## src/rtl/tt_um_mikegoelzer_7seg_scroller.sv

```systemverilog
// rtl/tt_um_mikegoelzer_7seg_scroller.sv - scrolls a loaded byte one hex/decimal digit at a time on a 7-seg display
// Optional macro TT7_LEADING_ZERO_SUPPRESS_EN: skip leading zero digits in decimal mode.
module tt_um_mikegoelzer_7seg_scroller #(
    parameter int DWELL_CYCLES = 5000000,
    parameter int GAP_CYCLES   = 1000000,
    parameter int CNT_W        = 24
) (
    input  logic       clk,
    input  logic       rst_n,
    input  logic       ena,
    input  logic [7:0] ui_in,
    input  logic [7:0] uio_in,
    output logic [7:0] uo_out,
    output logic [7:0] uio_out,
    output logic [7:0] uio_oe
);
    typedef enum logic [2:0] {ST_IDLE, ST_CONV, ST_SHOW, ST_GAP, ST_TAIL} state_t;

    localparam logic [CNT_W-1:0] DWELL_LAST = CNT_W'(DWELL_CYCLES - 1);
    localparam logic [CNT_W-1:0] GAP_LAST   = CNT_W'(GAP_CYCLES - 1);
    localparam logic [CNT_W-1:0] TAIL_LAST  = CNT_W'(2 * GAP_CYCLES - 1);
    localparam logic [CNT_W-1:0] CONV_LAST  = CNT_W'(7);

    state_t           state_q, state_d;
    logic [CNT_W-1:0] timer_q, timer_d;
    logic [7:0]       value_q, value_d;
    logic             mode_q, mode_d;
    logic [7:0]       bin_q, bin_d;
    logic [11:0]      bcd_q, bcd_d;
    logic [1:0]       idx_q, idx_d;
    logic [1:0]       first_q, first_d;
    logic             sync1_q, sync1_d;
    logic             sync2_q, sync2_d;
    logic             sync3_q, sync3_d;
    logic [7:0]       uo_out_q, uo_out_d;
    logic [7:0]       uio_out_q, uio_out_d;
    logic             load_pulse;
    logic             unused_ok;

    assign unused_ok = &{ena, uio_in[7:2]};

    function automatic logic [6:0] seg7(input logic [3:0] d);
        case (d)
            4'h0: seg7 = 7'h3F;
            4'h1: seg7 = 7'h06;
            4'h2: seg7 = 7'h5B;
            4'h3: seg7 = 7'h4F;
            4'h4: seg7 = 7'h66;
            4'h5: seg7 = 7'h6D;
            4'h6: seg7 = 7'h7D;
            4'h7: seg7 = 7'h07;
            4'h8: seg7 = 7'h7F;
            4'h9: seg7 = 7'h6F;
            4'hA: seg7 = 7'h77;
            4'hB: seg7 = 7'h7C;
            4'hC: seg7 = 7'h39;
            4'hD: seg7 = 7'h5E;
            4'hE: seg7 = 7'h79;
            default: seg7 = 7'h71;
        endcase
    endfunction

    // Hex words read straight from the captured byte; decimal words from the BCD result.
    function automatic logic [3:0] digit_at(input logic mode, input logic [1:0] idx,
                                            input logic [7:0] value, input logic [11:0] bcd);
        if (!mode) begin
            digit_at = idx[0] ? value[3:0] : value[7:4];
        end else begin
            case (idx)
                2'd0:    digit_at = bcd[11:8];
                2'd1:    digit_at = bcd[7:4];
                default: digit_at = bcd[3:0];
            endcase
        end
    endfunction

    function automatic logic [11:0] add3(input logic [11:0] bcd);
        for (int i = 0; i < 3; i++) begin
            add3[i*4 +: 4] = (bcd[i*4 +: 4] >= 4'd5) ? bcd[i*4 +: 4] + 4'd3 : bcd[i*4 +: 4];
        end
    endfunction

    always_comb begin
        sync1_d    = uio_in[0];
        sync2_d    = sync1_q;
        sync3_d    = sync2_q;
        load_pulse = sync2_q & ~sync3_q;
        state_d    = state_q;
        timer_d    = timer_q + CNT_W'(1);
        value_d    = value_q;
        mode_d     = mode_q;
        bin_d      = bin_q;
        bcd_d      = bcd_q;
        idx_d      = idx_q;
        first_d    = first_q;

        if (load_pulse) begin
            state_d = ST_CONV;
            timer_d = '0;
            value_d = ui_in;
            mode_d  = uio_in[1];
            bin_d   = ui_in;
            bcd_d   = '0;
            idx_d   = 2'd0;
        end else begin
            case (state_q)
                ST_IDLE: timer_d = '0;
                ST_CONV: begin
                    if (!mode_q) begin
                        state_d = ST_SHOW;
                        timer_d = '0;
                        first_d = 2'd0;
                        idx_d   = 2'd0;
                    end else begin
                        {bcd_d, bin_d} = {add3(bcd_q), bin_q} << 1;
                        if (timer_q == CONV_LAST) begin
                            state_d = ST_SHOW;
                            timer_d = '0;
`ifdef TT7_LEADING_ZERO_SUPPRESS_EN
                            if (bcd_d[11:8] != 4'd0)     first_d = 2'd0;
                            else if (bcd_d[7:4] != 4'd0) first_d = 2'd1;
                            else                         first_d = 2'd2;
`else
                            first_d = 2'd0;
`endif
                            idx_d = first_d;
                        end
                    end
                end
                ST_SHOW: begin
                    if (timer_q == DWELL_LAST) begin
                        timer_d = '0;
                        state_d = (idx_q == (mode_q ? 2'd2 : 2'd1)) ? ST_TAIL : ST_GAP;
                    end
                end
                ST_GAP: begin
                    if (timer_q == GAP_LAST) begin
                        timer_d = '0;
                        state_d = ST_SHOW;
                        idx_d   = idx_q + 2'd1;
                    end
                end
                ST_TAIL: begin
                    if (timer_q == TAIL_LAST) begin
                        timer_d = '0;
                        state_d = ST_SHOW;
                        idx_d   = first_q;
                    end
                end
                default: begin
                    state_d = ST_IDLE;
                    timer_d = '0;
                end
            endcase
        end

        // Outputs are computed from next-state so they line up with the registered state.
        if (state_d == ST_SHOW) begin
            uo_out_d = {idx_d == (mode_d ? 2'd2 : 2'd1),
                        seg7(digit_at(mode_d, idx_d, value_d, bcd_d))};
        end else begin
            uo_out_d = '0;
        end
        uio_out_d = {1'b0, idx_d, state_d != ST_IDLE, 4'b0000};
    end

    always_ff @(posedge clk or negedge rst_n) begin
        if (!rst_n) begin
            state_q   <= ST_IDLE;
            timer_q   <= '0;
            value_q   <= '0;
            mode_q    <= 1'b0;
            bin_q     <= '0;
            bcd_q     <= '0;
            idx_q     <= 2'd0;
            first_q   <= 2'd0;
            sync1_q   <= 1'b0;
            sync2_q   <= 1'b0;
            sync3_q   <= 1'b0;
            uo_out_q  <= '0;
            uio_out_q <= '0;
        end else begin
            state_q   <= state_d;
            timer_q   <= timer_d;
            value_q   <= value_d;
            mode_q    <= mode_d;
            bin_q     <= bin_d;
            bcd_q     <= bcd_d;
            idx_q     <= idx_d;
            first_q   <= first_d;
            sync1_q   <= sync1_d;
            sync2_q   <= sync2_d;
            sync3_q   <= sync3_d;
            uo_out_q  <= uo_out_d;
            uio_out_q <= uio_out_d;
        end
    end

    assign uo_out  = uo_out_q;
    assign uio_out = uio_out_q;
    assign uio_oe  = 8'hF0;

endmodule

```

## config.mk

```make
export PLATFORM = sky130hd
export DESIGN_NAME = tt_um_mikegoelzer_7seg_scroller
export DESIGN_NICKNAME = d
export VERILOG_FILES = /design/src/rtl/tt_um_mikegoelzer_7seg_scroller.sv
export SDC_FILE = /design/constraint.sdc
export NUM_CORES = 1
export LEC_CHECK = 0
export ABC_AREA = 1
export BUFFER_PORTS_ARGS = -buffer_cell sky130_fd_sc_hd__buf_2
export CAP_MARGIN = 25
export CORE_UTILIZATION = 64
export DETAILED_ROUTE_END_ITERATION = 10
export GPL_ROUTABILITY_DRIVEN = 1
export PLACE_DENSITY = 0.9
export SYNTH_ARGS = -nofsm -noshare
export SYNTH_HDL_FRONTEND = slang
export SYNTH_SLANG_ARGS = --single-unit
export TNS_END_PERCENT = 1
```

## constraint.sdc

```tcl
create_clock -name clk -period 3.9 [get_ports clk]
set_input_delay 0.39 -clock clk [delete_from_list [all_inputs] [get_ports clk]]
set_output_delay 0.39 -clock clk [all_outputs]
set_load 0.01 [all_outputs]
```

Word level (Yosys, flattened, before mapping)
Memories as Yosys holds them, arrays and structs flattened.
Index checks and enable logic that the tools add are counted.
W data, S select, Z words.
{"block": "op_classes", "n_addsub": 5, "bitwise_logic": 3, "reduce_logical": 7, "mux": 41, "eq_ne": 13, "order_cmp": 3}
{"op": "$mux W24", "n": 6}
{"op": "$pmux W24 S4", "n": 1}
{"op": "$mux W8", "n": 5}
{"op": "$mux W12", "n": 3}
{"op": "$add A24 B1 Y24 const B", "n": 1}
{"op": "$eq A24 B20 Y1 const B", "n": 1}
{"op": "$eq A24 B21 Y1 const B", "n": 1}
{"op": "$eq A24 B23 Y1 const B", "n": 1}
{"op": "$eq A24 B3 Y1 const B", "n": 1}
{"op": "$mux W3", "n": 8}
{"op": "$mux W4", "n": 5}
{"op": "$mux W2", "n": 9}
{"op": "$pmux W3 S5", "n": 1}
{"op": "$ge A4 B3 Y1 const B", "n": 3}
{"op": "$eq A3 B2 Y1 const B", "n": 3}
{"op": "$add A4 B2 Y4 const B", "n": 2}
{"op": "$pmux W4 S2", "n": 1}
{"op": "$pmux W2 S3", "n": 1}
{"op": "$eq A2 B2 Y1", "n": 2}
{"op": "$reduce_bool A2 Y1", "n": 2}
{"op": "$add A3 B2 Y3 const B", "n": 1}
{"op": "$eq A3 B1 Y1 const B", "n": 1}
{"op": "$eq A3 B3 Y1 const B", "n": 1}
{"op": "$logic_not A3 Y1", "n": 1}
{"op": "10 further kinds", "n": 11}
{"block": "word_totals", "ff_bits": 74, "mem_bits_ro": 112, "output_inout_bits": 24, "wordCells": 86, "mem_count": 1, "in_bits": 19}
{"name": "(no name shown)", "words": 16, "width": 7, "read_ports": 1, "rd_clocked_by_memory_dff": 0, "write_ports": 0, "line_no": "43", "source": "case (d)"}

Longest topological paths before layout
An unclocked memory read counts as a cell.
{"block": "depth", "ltp_word": 11, "mapped_depth": 21, "ltp_nobuf": 21}

Worst setup path before layout
OpenSTA, ideal clock, no wires.
{"block": "synth_timing", "path_type": "register to register", "start": "register timer_q[0]", "end": "register uo_out_q[5], in the netlist uo_out[5]", "t_arrival_ps": 2348, "stages_incl_launch_ff": 22, "path_slack_ps": 1474, "t_required_ps": 3823, "synth_period_minus_slack_ps": 2426, "path_buffers": 1, "setup_time_ps": 77, "cell_sequence": "dfrtp_1 > ha_1 > nand2_2 > inv_2 > nand2_1 > nor2_2 > nand3_2 > o21ai_1 > nand3_1 > nand2_2 > buf_6 > inv_1 > nand2_1 > nand4_1 > nand2_1 > inv_1 > ha_1 > inv_1 > nand3_1 > nand2_1 > nand2_1 > a21oi_1"}
{"block": "synth_between", "elab_chain_cells": 11, "elab_cells_between_ends": 26, "cone_classes": "eq/ne: 6; mux: 18; reduce/logical: 1; memory: 1"}
{"item": "start: declaration", "line_no": "25", "source": "logic [CNT_W-1:0] timer_q, timer_d;"}
{"item": "start signal: assignment", "line_no": "184", "source": "timer_q <= timer_d;"}
{"item": "$eq A24 B3 Y1", "line_no": "116", "source": "if (timer_q == CONV_LAST) begin"}
{"item": "$mux W2", "line_no": "116"}
{"item": "$mux W2", "line_no": "109", "source": "if (!mode_q) begin"}
{"item": "$pmux W2 S3 *", "line_no": "106", "source": "case (state_q)"}
{"item": "$mux W2 *", "line_no": "97", "source": "if (load_pulse) begin"}
{"item": "net idx_d[1]", "line_no": "30", "source": "logic [1:0] idx_q, idx_d;"}
{"item": "$eq A2 B1 Y1 / $logic_not A2 Y1 (equally long branches)", "line_no": "69", "source": "case (idx)"}
{"item": "$pmux W4 S2 *", "line_no": "69"}
{"item": "$mux W4 *", "line_no": "66", "source": "if (!mode) begin"}
{"item": "$mux W4 *", "line_no": "158", "source": "if (state_d == ST_SHOW) begin"}
{"item": "$mem_v2 Z16 W7 *"}
{"item": "$mux W8 *", "line_no": "158"}
{"item": "net uo_out_d[5]", "line_no": "35", "source": "logic [7:0] uo_out_q, uo_out_d;"}
{"item": "end signal: assignment", "line_no": "194", "source": "uo_out_q <= uo_out_d;"}
{"item": "end: declaration", "line_no": "35"}
The timed path passes the listed nets; every way through them passes the cells marked *. The select of a mux whose other input is x is not followed.
A chain may end at the register's enable or synchronous reset.

Worst setup path in the final report
{"block": "layout_timing", "start": "register state_q[2]", "end": "register uo_out_q[6], in the netlist uo_out[6]"}
{"block": "layout_between", "elab_cells_between_ends": 25, "cone_classes": "eq/ne: 6; mux: 16; reduce/logical: 2; memory: 1"}
{"item": "start: declaration", "line_no": "24", "source": "state_t state_q, state_d;"}
{"item": "start signal: assignment", "line_no": "183", "source": "state_q <= state_d;"}
{"item": "$eq A3 B1 Y1", "line_no": "106"}
{"item": "$mux W12", "line_no": "106"}
{"item": "$mux W12", "line_no": "97"}
{"item": "net bcd_d[5]", "line_no": "29", "source": "logic [11:0] bcd_q, bcd_d;"}
{"item": "$pmux W4 S2", "line_no": "69"}
{"item": "$mux W4", "line_no": "66"}
{"item": "$mux W4", "line_no": "158"}
{"item": "$mem_v2 Z16 W7"}
{"item": "$mux W8", "line_no": "158"}
{"item": "net uo_out_d[6]", "line_no": "35"}
The timed path passes the listed nets, and every way through them passes these cells. The select of a mux whose other input is x is not followed.

==> out/metrics.yaml <==
post_cts_resized: 0
portBuffers: 22
netlist_instances: 544
netSwitchingFraction_pct: 36.4
ant_nets: 0
grt_antenna_before_repair: 0
drive_above_1_share_pct: 14.0
yosysSeqAreaShare_pct: 41.7
async_flop_share_pct: 100
final_common_cell: "nand2_1"
start_util_pct: 66.2
dp_hpwl_mm: 6.39
die_h_um: 83.0
min_period_ns: 3.04
required_ns: 4.14
drt-pass1-iter-count: 5
grt_first_pass_wirelength_mm: 15.5
startpoint_type: "flop"
p_sw_w: 0.000705
synth.distinct_cells: 45
die-width_um: 83.0
post-cts-setup-buffer-count: 0
synth_seq_cells: 70
rsz0062_at_grt: "false"
clkPwrFrac_pct: 25.1
skew_ns: 0.0136
grt_max_degree: 71
path_clk_slew_ns: 0.07
cts_root_buf: "clkbuf_8"
setup_viol: 0
gp_congestion: 0.969
total_power_w: 0.00194
hold_viol_final: 0
synth_edf_count: 0
slew_headroom_pct: 42.9
via_per_inst: 5.64
die_area_um2: 6890
num_rows: 29
htreeDepth: 3
worst_pin_slew_ns: 0.856
ir_drop_v: 0.000322
cap_violations: 0
pwr-share-seq_pct: 45.1
outcome: "finished, final reports clean"
drc: 0
synthToLayoutAreaGrowth_pct: 6.13
post_drt_wl_per_cell_um: 13.6
power_leakage_nw: 2.25
fmax_mhz: 329
grt_pass1_vias: 3523
wl_mm: 8.82
final_nets: 601
final_cell_mix: "nand2_1 (117), inv_1 (79), dfrtp_1 (70)"
cts_inserted_buffers: 9
worstPathArrival_ns: 3.28
finalSetupTns_ns: 0
synth_ff_type: "dfrtp_1"
grt.total_usage_pct: 28.1
critPathCaptureType: "flop"
cts_sinks: 70
dp.cells: 635
diodes: 0
p_comb_share_pct: 29.8
ioPinCount: 43
syn-cell-area_um2: 4200
yosysWarnings: 0
final_util_pct: 70.2
synth_area_per_cell_um2: 7.72
cts_tree: "built"
p_per_area_nw_per_um2: 434
fin_cells: 650
hold_class: "in -> reg"
layout_setup_ws_ns: 0.859
dp_worst_setup_slack_ns: 0.956
dr_total_vias: 3664
worstSetupPathType: "reg -> reg"
fin_crit_sh_pct: 78.0
clockBufferDepth: 2
coreArea_um2: 6350
holdBufCountCts: 0
slew_viol_final: 0
grt-ovfl-total: 0
clk_latency_ns: 0.35
cp_max_fo: 12
internal-power_w: 0.00123
first_iter_violations: 289
## sequential cells by signal, indices dropped and copies added (netlist names)
signal,cells
timer_q,24
bcd_q,12
bin_q,8
uo_out,8
value_q,8
state_q,3
uio_out,2
idx_q,1
mode_q,1
sync1_q,1
sync2_q,1
sync3_q,1
## final timing paths
check / startpoint / to / slack (ns) / cells after the start
worst min-delay path: uio_in[0] / sync1_q / 0.14 / 1
max in group asynchronous: rst_n / value_q[4] / 3.11 / 2
min in group asynchronous: rst_n / timer_q[13] / 0.24 / 2
worst min register to register: sync1_q / sync2_q / 0.35 / 0
worst max register to register: state_q[2] / uo_out[6] / 0.86 / 17
worst max-delay path: state_q[2] / uo_out[6] / 0.86 / 17
## critical path: stages, from the launching register on
cell and delay, ns:
dfrtp_1 0.42, inv_1 0.10, nand3_1 0.13, nor2_4 0.24, nand2_1 0.33, inv_1 0.25, o21ai_0 0.13, o22ai_1 0.23
nand3_1 0.11, nand4_1 0.10, nand2_1 0.14, inv_1 0.19, ha_1 0.17, inv_1 0.04, nand3_1 0.09, nand2_1 0.06
a21oi_1 0.14, nor2_1 0.06
## power groups by stage
stage,clock network [W],registers [W],logic [W]
finish,0.000486,0.000873,0.000578
global route,0.000526,0.000884,0.000656
CTS,0.000493,0.000873,0.000574
detailed placement,0,0.000886,0.000571
global placement,0,0.000881,0.000548
floorplan,0,0.000893,0.000419
## routing by layer
metal / vias to the layer above / routed length [µm] / global-route usage [%]
li1: 1784 / - / -
met1: 1708 / 3880 / 36.4
met3: 15 / 503 / 6.16
met5: - / 0 / 0
met4: 0 / 160 / 12.4
met2: 157 / 4290 / 45.3
## synthesized netlist by cell type (all sizes together) (2+ instances only)
library cell  number  area share, %
inv               86            7.7
o21ai             21            2.5
a31oi              3           0.45
o211ai             2           0.36
a41oi              2           0.42
nor3              14            1.9
buf               22            3.8
a21oi             19            2.4
nand3             52            7.1
ha                13            3.9
nor3b              2           0.36
nor4               5           0.89
o32ai              2           0.60
xor2               2           0.42
o221ai             7            1.5
nor2              70            7.4
o22ai              4           0.60
dfrtp             70             42
conb               2           0.18
nand4              8            1.3
nand2            129             13
## cells by family (layout without fill, tap and decap cells)
family,after synthesis,count (layout),share of synthesized area (%)
buffers and inverters,108,126,11.5
AOI/OAI and AO/OA,66,66,10.0
other,2,13,0.179
and+or+nand+nor,282,282,32.1
adders and majority gates,13,13,3.87
DFF,70,70,41.7
xor gates and xnor gates,3,3,0.625
## metrics by stage
stage	area, µm²	hold WS, ns
2_1_floorplan	4240	0.0944
3_3_place_gp	4310	0.332
6_report	4460	0.145
4_1_cts	4460	0.140
3_5_place_dp	4310	0.341
5_1_grt	4460	0.130
## final cells by class
type / instances / area [µm²]
Sequential cell: 70 / 1750
Multi-Input combinational cell: 377 / 2010
Inverter: 86 / 323
Clock inverter: 2 / 10.0
Fill cell: 480 / 1890
Clock buffer: 13 / 139
Tap cell: 77 / 96.3
Timing Repair Buffer: 25 / 133
Note: power is estimated with default switching activity, not from simulation.
